**src/rtl/altpcierd_cdma_ast_msi_arb.sv**
```systemverilog
// Multi-channel MSI arbiter for the chaining DMA application.
// Each request's tc/vector is captured on its rising edge into a per-channel
// pending slot. Pending slots are granted round-robin, one 8-bit MSI beat per
// grant. A registered ready and an optional inter-MSI gap pace the beats.
module altpcierd_cdma_ast_msi_arb #(
    parameter int NUM_CH     = 2,
    parameter int GAP_CYCLES = 0,
    parameter int CNT_W      = 16
) (
    input  logic                  clk_in,
    input  logic                  rst,
    input  logic [NUM_CH-1:0]     app_msi_req,
    output logic [NUM_CH-1:0]     app_msi_ack,
    input  logic [3*NUM_CH-1:0]   app_msi_tc,
    input  logic [5*NUM_CH-1:0]   app_msi_num,
    input  logic                  stream_ready,
    output logic [7:0]            stream_data,
    output logic                  stream_valid,
    output logic [CNT_W-1:0]      msi_sent_cnt,
    output logic [CNT_W-1:0]      msi_drop_cnt
);

    localparam int              IDX_W    = (NUM_CH > 1) ? $clog2(NUM_CH) : 1;
    localparam logic [IDX_W-1:0] LAST_CH = IDX_W'(NUM_CH - 1);
    localparam logic [7:0]      GAP_INIT = 8'(GAP_CYCLES);

    typedef enum logic {
        ST_IDLE = 1'b0,
        ST_GAP  = 1'b1
    } state_t;

    state_t                state, state_next;
    logic [7:0]            gap_cnt, gap_next;
    logic                  ready_q;
    logic [NUM_CH-1:0]     req_r;
    logic [NUM_CH-1:0]     pend;
    logic [3*NUM_CH-1:0]   hold_tc;
    logic [5*NUM_CH-1:0]   hold_num;
    logic [IDX_W-1:0]      last_grant;

    logic [NUM_CH-1:0]     edge_det;
    logic [NUM_CH-1:0]     grant_oh;
    logic [NUM_CH-1:0]     load;
    logic [NUM_CH-1:0]     drop_vec;
    logic                  grant_found;
    logic                  grant_en;
    logic [IDX_W-1:0]      grant_idx;
    logic [7:0]            sel_data;
    logic [3:0]            drop_num;
    logic [CNT_W+3:0]      drop_sum;
    logic [CNT_W-1:0]      drop_next;

    assign edge_det = app_msi_req & ~req_r;
    assign grant_en = (state == ST_IDLE) && ready_q && grant_found;
    // A grant in the same cycle as a new edge frees the slot, so the edge loads it.
    assign load     = edge_det & (~pend | grant_oh);
    assign drop_vec = edge_det & pend & ~grant_oh;

    // Round-robin pick: first pending channel above last_grant, then wrap to 0.
    always_comb begin
        grant_found = 1'b0;
        grant_idx   = last_grant;
        sel_data    = 8'h00;
        for (int i = 0; i < NUM_CH; i++) begin
            if (!grant_found && pend[i] && (i > int'(last_grant))) begin
                grant_found = 1'b1;
                grant_idx   = IDX_W'(i);
                sel_data    = {hold_tc[3*i +: 3], hold_num[5*i +: 5]};
            end else begin
            end
        end
        for (int i = 0; i < NUM_CH; i++) begin
            if (!grant_found && pend[i]) begin
                grant_found = 1'b1;
                grant_idx   = IDX_W'(i);
                sel_data    = {hold_tc[3*i +: 3], hold_num[5*i +: 5]};
            end else begin
            end
        end
    end

    // One-hot grant vector, all zero when no beat issues this cycle.
    always_comb begin
        grant_oh = {NUM_CH{1'b0}};
        for (int i = 0; i < NUM_CH; i++) begin
            grant_oh[i] = grant_en && (grant_idx == IDX_W'(i));
        end
    end

    // Count dropped edges this cycle and form the saturated drop counter value.
    always_comb begin
        drop_num = 4'd0;
        for (int i = 0; i < NUM_CH; i++) begin
            drop_num = drop_num + {3'b000, drop_vec[i]};
        end
        drop_sum = {4'b0000, msi_drop_cnt} + {{CNT_W{1'b0}}, drop_num};
        if (|drop_sum[CNT_W+3:CNT_W]) begin
            drop_next = {CNT_W{1'b1}};
        end else begin
            drop_next = drop_sum[CNT_W-1:0];
        end
    end

    // Next-state logic: a grant opens a gap window when GAP_CYCLES is nonzero.
    always_comb begin
        state_next = state;
        gap_next   = gap_cnt;
        case (state)
            ST_IDLE: begin
                if (grant_en && (GAP_CYCLES > 0)) begin
                    state_next = ST_GAP;
                    gap_next   = GAP_INIT;
                end else begin
                    state_next = ST_IDLE;
                end
            end
            ST_GAP: begin
                gap_next = gap_cnt - 8'd1;
                if (gap_cnt <= 8'd1) begin
                    state_next = ST_IDLE;
                end else begin
                    state_next = ST_GAP;
                end
            end
            default: begin
                state_next = ST_IDLE;
                gap_next   = 8'd0;
            end
        endcase
    end

    // State and gap counter registers.
    always_ff @(posedge clk_in or posedge rst) begin
        if (rst) begin
            state   <= ST_IDLE;
            gap_cnt <= 8'd0;
        end else begin
            state   <= state_next;
            gap_cnt <= gap_next;
        end
    end

    // Input registering, edge history, pending slots and captured tc/vector.
    always_ff @(posedge clk_in or posedge rst) begin
        if (rst) begin
            ready_q  <= 1'b0;
            req_r    <= {NUM_CH{1'b0}};
            pend     <= {NUM_CH{1'b0}};
            hold_tc  <= {(3*NUM_CH){1'b0}};
            hold_num <= {(5*NUM_CH){1'b0}};
        end else begin
            ready_q <= stream_ready;
            req_r   <= app_msi_req;
            pend    <= (pend & ~grant_oh) | load;
            for (int i = 0; i < NUM_CH; i++) begin
                if (load[i]) begin
                    hold_tc[3*i +: 3]  <= app_msi_tc[3*i +: 3];
                    hold_num[5*i +: 5] <= app_msi_num[5*i +: 5];
                end else begin
                    hold_tc[3*i +: 3]  <= hold_tc[3*i +: 3];
                    hold_num[5*i +: 5] <= hold_num[5*i +: 5];
                end
            end
        end
    end

    // Registered beat, ack pulse, round-robin pointer and statistics.
    always_ff @(posedge clk_in or posedge rst) begin
        if (rst) begin
            stream_valid <= 1'b0;
            stream_data  <= 8'h00;
            app_msi_ack  <= {NUM_CH{1'b0}};
            last_grant   <= LAST_CH;
            msi_sent_cnt <= {CNT_W{1'b0}};
            msi_drop_cnt <= {CNT_W{1'b0}};
        end else begin
            msi_drop_cnt <= drop_next;
            if (grant_en) begin
                stream_valid <= 1'b1;
                stream_data  <= sel_data;
                app_msi_ack  <= grant_oh;
                last_grant   <= grant_idx;
                msi_sent_cnt <= msi_sent_cnt + CNT_W'(1);
            end else begin
                stream_valid <= 1'b0;
                app_msi_ack  <= {NUM_CH{1'b0}};
            end
        end
    end

endmodule
```
**config.mk**
```make
export PLATFORM = sky130hd
export DESIGN_NAME = altpcierd_cdma_ast_msi_arb
export DESIGN_NICKNAME = d
export VERILOG_FILES = /design/src/rtl/altpcierd_cdma_ast_msi_arb.sv
export SDC_FILE = /design/constraint.sdc
export NUM_CORES = 1
export LEC_CHECK = 0
export CAP_MARGIN = 20
export CORE_MARGIN = 10
export CORE_UTILIZATION = 25
export DETAILED_ROUTE_END_ITERATION = 6
export SLEW_MARGIN = 0
export SYNTH_ARGS = -nofsm -noshare
export SYNTH_HDL_FRONTEND = slang
export SYNTH_SLANG_ARGS = --single-unit
```
**constraint.sdc**
```tcl
create_clock -name clk_in -period 4.1 [get_ports clk_in]
set_clock_uncertainty 0.05 [all_clocks]
set_input_delay 0.82 -clock clk_in [delete_from_list [all_inputs] [get_ports clk_in]]
set_output_delay 0.82 -clock clk_in [all_outputs]
set_load 0.01 [all_outputs]
```
==> metrics.md, run 1 <==
| Metric | Value |
|---|---|
| Most used cell, CP | nand4_1 |
| Commonest non-fill, non-tap cell in the layout | dfrtp_1 |
| CTS root buf | clkbuf_16 |
| Max Clk Rate | 0.346 GHz |
| Unrepaired setup endpoints after global routing | false |
| Syn Std Cell Area | 3270 um^2 |
| Latest clock arrival within the worst-skew pair | 0.32 ns |
| Total track usage | 8.58% |
| # resized after CTS | 0 |
| Initial antenna violation count | 0 |
| GPL Wtd Cong | 0.758 |
| GR Overflow Total | 0 |
| Reg2Reg Depth | 9 |
| Die Y | 134 um |
| CP Class | input pin to flip-flop |
| Crit path DAT | 3.08 ns |
| Yosys reg bits | 74 |
| Status | finished, final reports clean |
| Number of placement rows | 41 |
| P per Cell Area | 510 nW/um^2 |
| Share of cells above drive strength 1 | 12.5% |
| Max-slew headroom | 51.9% |
| # Post-CTS Setup Buffers | 0 |
| Dpl ws | 0.827 ns |
| Area of the multi-input gates | 1330 um^2 |
| Startpoint Class | input pin |
| # clock sinks | 74 |
| Number of port buffers | 63 |
| Vias in the first global route | 2264 |
| Area leader, netlist | dfrtp_1 |
| Final setup viols | 0 |
| Maximum VDD drop | 0.321 mV |
| Synth-to-Final Area Change | 32.5% |
| Final hold vios | 0 |
| Min cycle time layout | 2.89 ns |
| Top-area cell type share of the netlist area | 55.9% |
| # fillers | 1312 |
| LEAKAGE | 1.91 nW |
| Starting DRT DRC Count | 83 |
| Worst setup EP type | flip-flop |
| Max FO, Critical Path | 13 |
| Core box area | 12700 um^2 |
| Design area | 4330 um^2 |
| Hold path cells | 1 |
| Crit path max-delay cell type | clkdlybuf4s50_1 |
| FF+latch area | 1850 um^2 |
| Cells after synthesis | 266 |
| Vias | 2205 |
| # DRC | 0 |
| Max-cap violations | 0 |
| Number of synthesis warnings | 0 |
| IO Pins | 64 |
| Dpl hpwl | 5240 um |
| CTS tree | done |
| WP data required | 4.29 ns |
| # nets final | 357 |
| Yosys cell types | 39 |
| Worst-Margin Slew | 0.722 ns |
| First-pass GRT wire length | 12200 um |
| Sequential fraction of the synthesis area | 56.7% |
| Full die area | 18000 um^2 |
| Syn_nets | 292 |
| Clock slew at reported path FFs | 0.06 ns |
| Routed Antenna Nets | 0 |
| Post-CTS Hold Fix Bufs | 0 |
| Commonest cells after routing, fill and taps aside | dfrtp_1 (73), clkdlybuf4s50_1 (63), nand2_1 (24) |
| Synth area leaders | dfrtp_1 (56%), mux2_4 (7.4%), xnor2_1 (5.6%) |
| Ant. Diodes | 0 |
| Placed cell area | 4070 um^2 |
| WL/cell | 14.8 um |
| CP cell instances | clkdlybuf4s50_1 -> nand2b_1 -> nor2_1 -> fa_1 -> ha_1 -> nand4_1 -> nor2_2 -> nand4_1 -> o21ai_1 |
| Final worst slack | 1.21 ns |
| CP max stage delay | 0.47 ns |
| Hold WC Path Type | flip-flop to flip-flop |
| CTS Buf Count | 9 |
| Clk buf depth | 2 |
| Post-Route Setup TNS | 0 ns |
| Drt total wl | 7480 um |
| DR vias/cell | 4.35 |
| Die width | 134 um |
| Largest net degree at the start of global routing | 73 |
| H-tree depth | 3 |
| TritonRoute pass-1 iters | 4 |
| Initial core utilization | 25.7% |
| Max-slew violation count | 0 |
| Synth Area per Inst | 12.3 um^2 |
| Crit share post-route | 70.5% |
[power by group]
group	leakage [nW]	switching [mW]	internal, mW
clock	0.132	0.294	0.405
sequential	0.937	0.128	0.864
combinational	0.843	0.218	0.300
total	1.91	0.640	1.57
[critical path, delay by kind of cell]
family | cells | cell delay, ns
fa+ha+maj | 2 | 0.46
buf+inv | 1 | 0.47
compound gates | 1 | 0.22
simple gates | 5 | 1.10
[metal layers]
| layer | vias up | share of wire [%] | global-route usage, % | routed length, um |
|---|---|---|---|---|
| met5 | - | 0 | 0 | 0 |
| met4 | 0 | 1.0 | 2.54 | 78 |
| met3 | 8 | 6.7 | 3.85 | 503 |
| met2 | 65 | 44 | 12.5 | 3260 |
| met1 | 1079 | 49 | 11.1 | 3640 |
| li1 | 1053 | - | - | - |
[layout make-up]
class | instances | area share, %
Timing Repair Buffer | 64 | 15.0
Tap cell | 172 | 4.97
Sequential cell | 74 | 42.8
Inverter | 4 | 0.347
Clock inverter | 5 | 0.751
Clock buffer | 10 | 5.29
Multi-Input combinational cell | 178 | 30.8
[through the flow]
stage | hold WS, ns | power (mW) | instances | utilization [%]
after floorplan | 0.396 | 1.26 | 266 | -
after CTS | 0.428 | 2.25 | 507 | 34.0
after detailed placement | 0.420 | 1.53 | 492 | 32.0
after global routing | 0.451 | 2.34 | 507 | 34.0
final | 0.426 | 2.21 | 507 | 34.0
after global placement | 0.410 | 1.52 | 492 | 32.0
[logic make-up after synthesis]
family                     synth area share (%)
AOI/OAI and AO/OA                          5.94
xor gates and xnor gates                   8.04
adders and majority gates                  2.14
buffers and inverters                      2.45
DFF                                        56.7
muxes                                      8.69
and+or+nand+nor                            16.0
[cell usage after synthesis]
| master | number |
|---|---|
| a21oi_1 | 9 |
| a31oi_1 | 2 |
| a32oi_1 | 8 |
| a41o_1 | 1 |
| and2_1 | 2 |
| and3_1 | 5 |
| and4_1 | 6 |
| buf_2 | 4 |
| buf_4 | 2 |
| buf_6 | 2 |
| clkbuf_1 | 2 |
| dfrtp_1 | 73 |
| dfstp_2 | 1 |
| fa_1 | 1 |
| ha_1 | 4 |
| inv_1 | 4 |
| mux2_1 | 2 |
| mux2_2 | 1 |
| mux2_4 | 16 |
| mux2i_1 | 1 |
| nand2_1 | 24 |
| nand2b_1 | 8 |
| nand2b_4 | 1 |
| nand3_1 | 9 |
| nand4_1 | 11 |
| nor2_1 | 20 |
| nor2_2 | 2 |
| nor2_4 | 1 |
| nor2b_1 | 3 |
| nor3_1 | 2 |
| nor3_4 | 1 |
| nor4b_2 | 1 |
| o21ai_0 | 3 |
| o21ai_1 | 1 |
| o21ai_2 | 1 |
| o21ai_4 | 1 |
| o41a_1 | 1 |
| xnor2_1 | 21 |
| xor2_1 | 9 |
[flip-flops by register name (all words and copies together) (netlist names)]
signal and cells:
app_msi_ack 2, gap_cnt 8, hold_num 10, hold_tc 6, last_grant 1, msi_drop_cnt 16
msi_sent_cnt 16, pend 2, ready_q 1, req_r 2, state 1, stream_data 8
stream_valid 1
[path summary, 6_finish.rpt]
kind,endpoint,from,slack (ns)
worst max-delay path,msi_drop_cnt[4],app_msi_req[0],1.21
worst min-delay path,msi_sent_cnt[15],msi_sent_cnt[15],0.43
worst max register to register,msi_drop_cnt[4],pend[0],1.27
worst min register to register,msi_sent_cnt[15],msi_sent_cnt[15],0.43
max in group asynchronous,last_grant,rst,2.78
min in group asynchronous,req_r[0],rst,0.62
No activity file was read; power rests on OpenSTA's default activity.
==> run 2, diff against run 1 <==
==> constraint.sdc (replaced) <==
create_clock -name clk_in -period 2.9 [get_ports clk_in]
set_clock_uncertainty 0.05 [all_clocks]
set_input_delay 0.58 -clock clk_in [delete_from_list [all_inputs] [get_ports clk_in]]
set_output_delay 0.58 -clock clk_in [all_outputs]
set_load 0.01 [all_outputs]
==> run 2 against run 1 <==
Sequential power increased by 40%. Total power rose by 47%. Die area unchanged. Core utilization up 0.49 points. Combinational power up 45%. Critical path type is now flip-flop to flip-flop. Critical endpoint is now msi_drop_cnt[14]. Highest routed layer unchanged.
==> metrics.md, run 2 (synthesized netlist as in run 1, its figures left out) <==
| Metric | Value |
|---|---|
| Status | finished, final reports clean |
| LEAKAGE | 1.94 nW (+1.5%) |
| Max-cap violations | 0 (unchanged) |
| H-tree depth | 3 (unchanged) |
| Largest regs | msi_drop_cnt (16), msi_sent_cnt (16), hold_num (10) |
| Hold WC Path Type | flip-flop to flip-flop |
| WP data required | 3.06 ns (-1.23 ns) |
| Worst reg-to-reg setup slack | 0.42 ns (-0.85 ns) |
| First-pass GRT wire length | 12400 um (+1.7%) |
| Final cell count without fillers | 512 (+0.99%) |
| Design area | 4390 um^2 (+1.4%) |
| GPL Wtd Cong | 0.789 (+4.1%) |
| Total chip power | 3.24 mW (+47%) |
| Clk buf depth | 2 (unchanged) |
| Max-slew violation count | 0 (unchanged) |
| Clock slew at reported path FFs | 0.06 ns (about the same) |
| Max FO, Critical Path | 7 (-6) |
| Max Clk Rate | 0.403 GHz |
| Hold_sp | msi_sent_cnt[15] |
| Die width | 134 um (unchanged) |
| Final Util | 34.5% (+0.49 points) |
| Crit path max-delay cell type | dfrtp_1 |
| # Post-CTS Setup Buffers | 0 (unchanged) |
| CP max stage delay | 0.45 ns (-0.02 ns) |
| Fin Hold WS | 0.419 ns (-0.00675 ns) |
| Post-CTS Hold Fix Bufs | 0 (unchanged) |
| Grt peak-use layer | met2 |
| CTS Buf Count | 9 (unchanged) |
| Commonest non-fill, non-tap cell in the layout | dfrtp_1 |
| # clock sinks | 74 (unchanged) |
| Reg2reg start | state |
| Initial core utilization | 25.7% (unchanged) |
| # DRC | 0 (unchanged) |
| Worst-Margin Slew | 0.772 ns (+0.0501 ns) |
| CTS root buf | clkbuf_16 |
| Core box area | 12700 um^2 (unchanged) |
| Hold path cells | 1 (unchanged) |
| Vias in the first global route | 2340 (+3.4%) |
| P per Cell Area | 739 nW/um^2 (+45%) |
| CTS tree | done |
| Synth-to-Final Area Change | 34.4% |
| Total track usage | 8.73% (+0.15 points) |
| Commonest cells after routing, fill and taps aside | dfrtp_1 (73), clkdlybuf4s50_1 (63), nand2_1 (24) |
| Final worst slack | 0.419 ns (-0.791 ns) |
| Crit path DAT | 2.64 ns (-0.44 ns) |
| DR vias/cell | 4.31 (-0.93%) |
| Post-placement cell count | 496 (+0.81%) |
| # resized after CTS | 0 (unchanged) |
| Ant. Diodes | 0 (unchanged) |
| Dpl ws | 0.100 ns (-0.727 ns) |
| Met3 global-route usage | 3.70% (-0.15 points) |
| # fillers | 1290 (-1.7%) |
| Met1 Use GR | 11.2% (+0.17 points) |
| Dpl hpwl | 5400 um (+3.1%) |
| Final setup viols | 0 (unchanged) |
| CP cell instances | nand2b_4 -> o21ai_4 -> nor2_1 -> fa_1 -> ha_1 -> nand4_1 -> nor2_2 -> nand4_1 -> mux2_1 |
| Startpoint Class | flip-flop |
| Share of cells above drive strength 1 | 13.8% (+1.3 points) |
| Largest net degree at the start of global routing | 40 (-45%) |
| Final hold vios | 0 (unchanged) |
| CP top delay family | adder cells |
| Post-Route Setup TNS | 0 ns (unchanged) |
| GR Overflow Total | 0 (unchanged) |
| Number of port buffers | 63 (unchanged) |
| Routed Antenna Nets | 0 (unchanged) |
| Met2 GRT Util | 12.5% (-0.027 points) |
| IO Pins | 64 (unchanged) |
| Reg2Reg Depth | 9 (unchanged) |
| # nets final | 361 (+1.1%) |
| Most used cell, CP | nand4_1 |
| Placed cell area | 4100 um^2 (+0.74%) |
| RR Endpoint | msi_drop_cnt[14] |
| Die Y | 134 um (unchanged) |
| Hold path endpoint | msi_sent_cnt[15] |
| Worst setup EP type | flip-flop |
| Min cycle time layout | 2.48 ns |
| Number of placement rows | 41 (unchanged) |
| Max-slew headroom | 48.4% (-3.4 points) |
| Crit share post-route | 85.6% |
| Unrepaired setup endpoints after global routing | false |
| Latest clock arrival within the worst-skew pair | 0.33 ns (about the same) |
| Drt total wl | 7500 um (+0.20%) |
| TritonRoute pass-1 iters | 4 (unchanged) |
| WL/cell | 14.6 um (-0.78%) |
| Maximum VDD drop | 0.298 mV (-7.2%) |
| CP Class | flip-flop to flip-flop |
| Initial antenna violation count | 0 (unchanged) |
| Starting DRT DRC Count | 120 (+45%) |
| Worst path bufs/invs | 0 (-1) |
| Vias | 2206 (+0.045%) |
| Full die area | 18000 um^2 (unchanged) |
## run 2: changes by cell type in the layout (fill, tap and decap cells not counted), sizes merged
cell | previous run | this run
buf | 1 | 5
clkinv | 5 | 3
bufinv | 0 | 1
clkinvlp | 0 | 1
inv | 4 | 5
## run 2: worst max path at each step
stage,startpoint,endpoint,slack [ns],cells past startpoint
global placement,app_msi_req[0],msi_drop_cnt[14],0.16,9
global route,state,msi_drop_cnt[14],0.20,9
CTS,state,msi_drop_cnt[14],0.40,9
finish,state,msi_drop_cnt[14],0.42,9
detailed placement,app_msi_req[0],msi_drop_cnt[14],0.1,9
floorplan,rst,app_msi_ack[0],0.39,1
## run 2: area by class of cell
cell class                      count  area [um^2]  area share, %
Inverter                            4         15.0          0.342
Sequential cell                    74         1850           42.2
Tap cell                          172          215           4.90
Clock buffer                       10          229           5.21
Timing Repair Buffer               68          681           15.5
Clock inverter                      6         65.1           1.48
Multi-Input combinational cell    178         1330           30.4
## run 2: per-layer routing
layer	part of all wire, %	vias up
li1	-	1067
met5	0	-
met4	1.6	0
met1	49	1062
met2	42	67
met3	6.7	10
## run 2: report_power, final
| part | total, mW | switching, mW | internal [mW] |
|---|---|---|---|
| Clock | 1.10 | 0.434 | 0.668 |
| Sequential | 1.39 | 0.171 | 1.22 |
| Combinational | 0.750 | 0.321 | 0.429 |
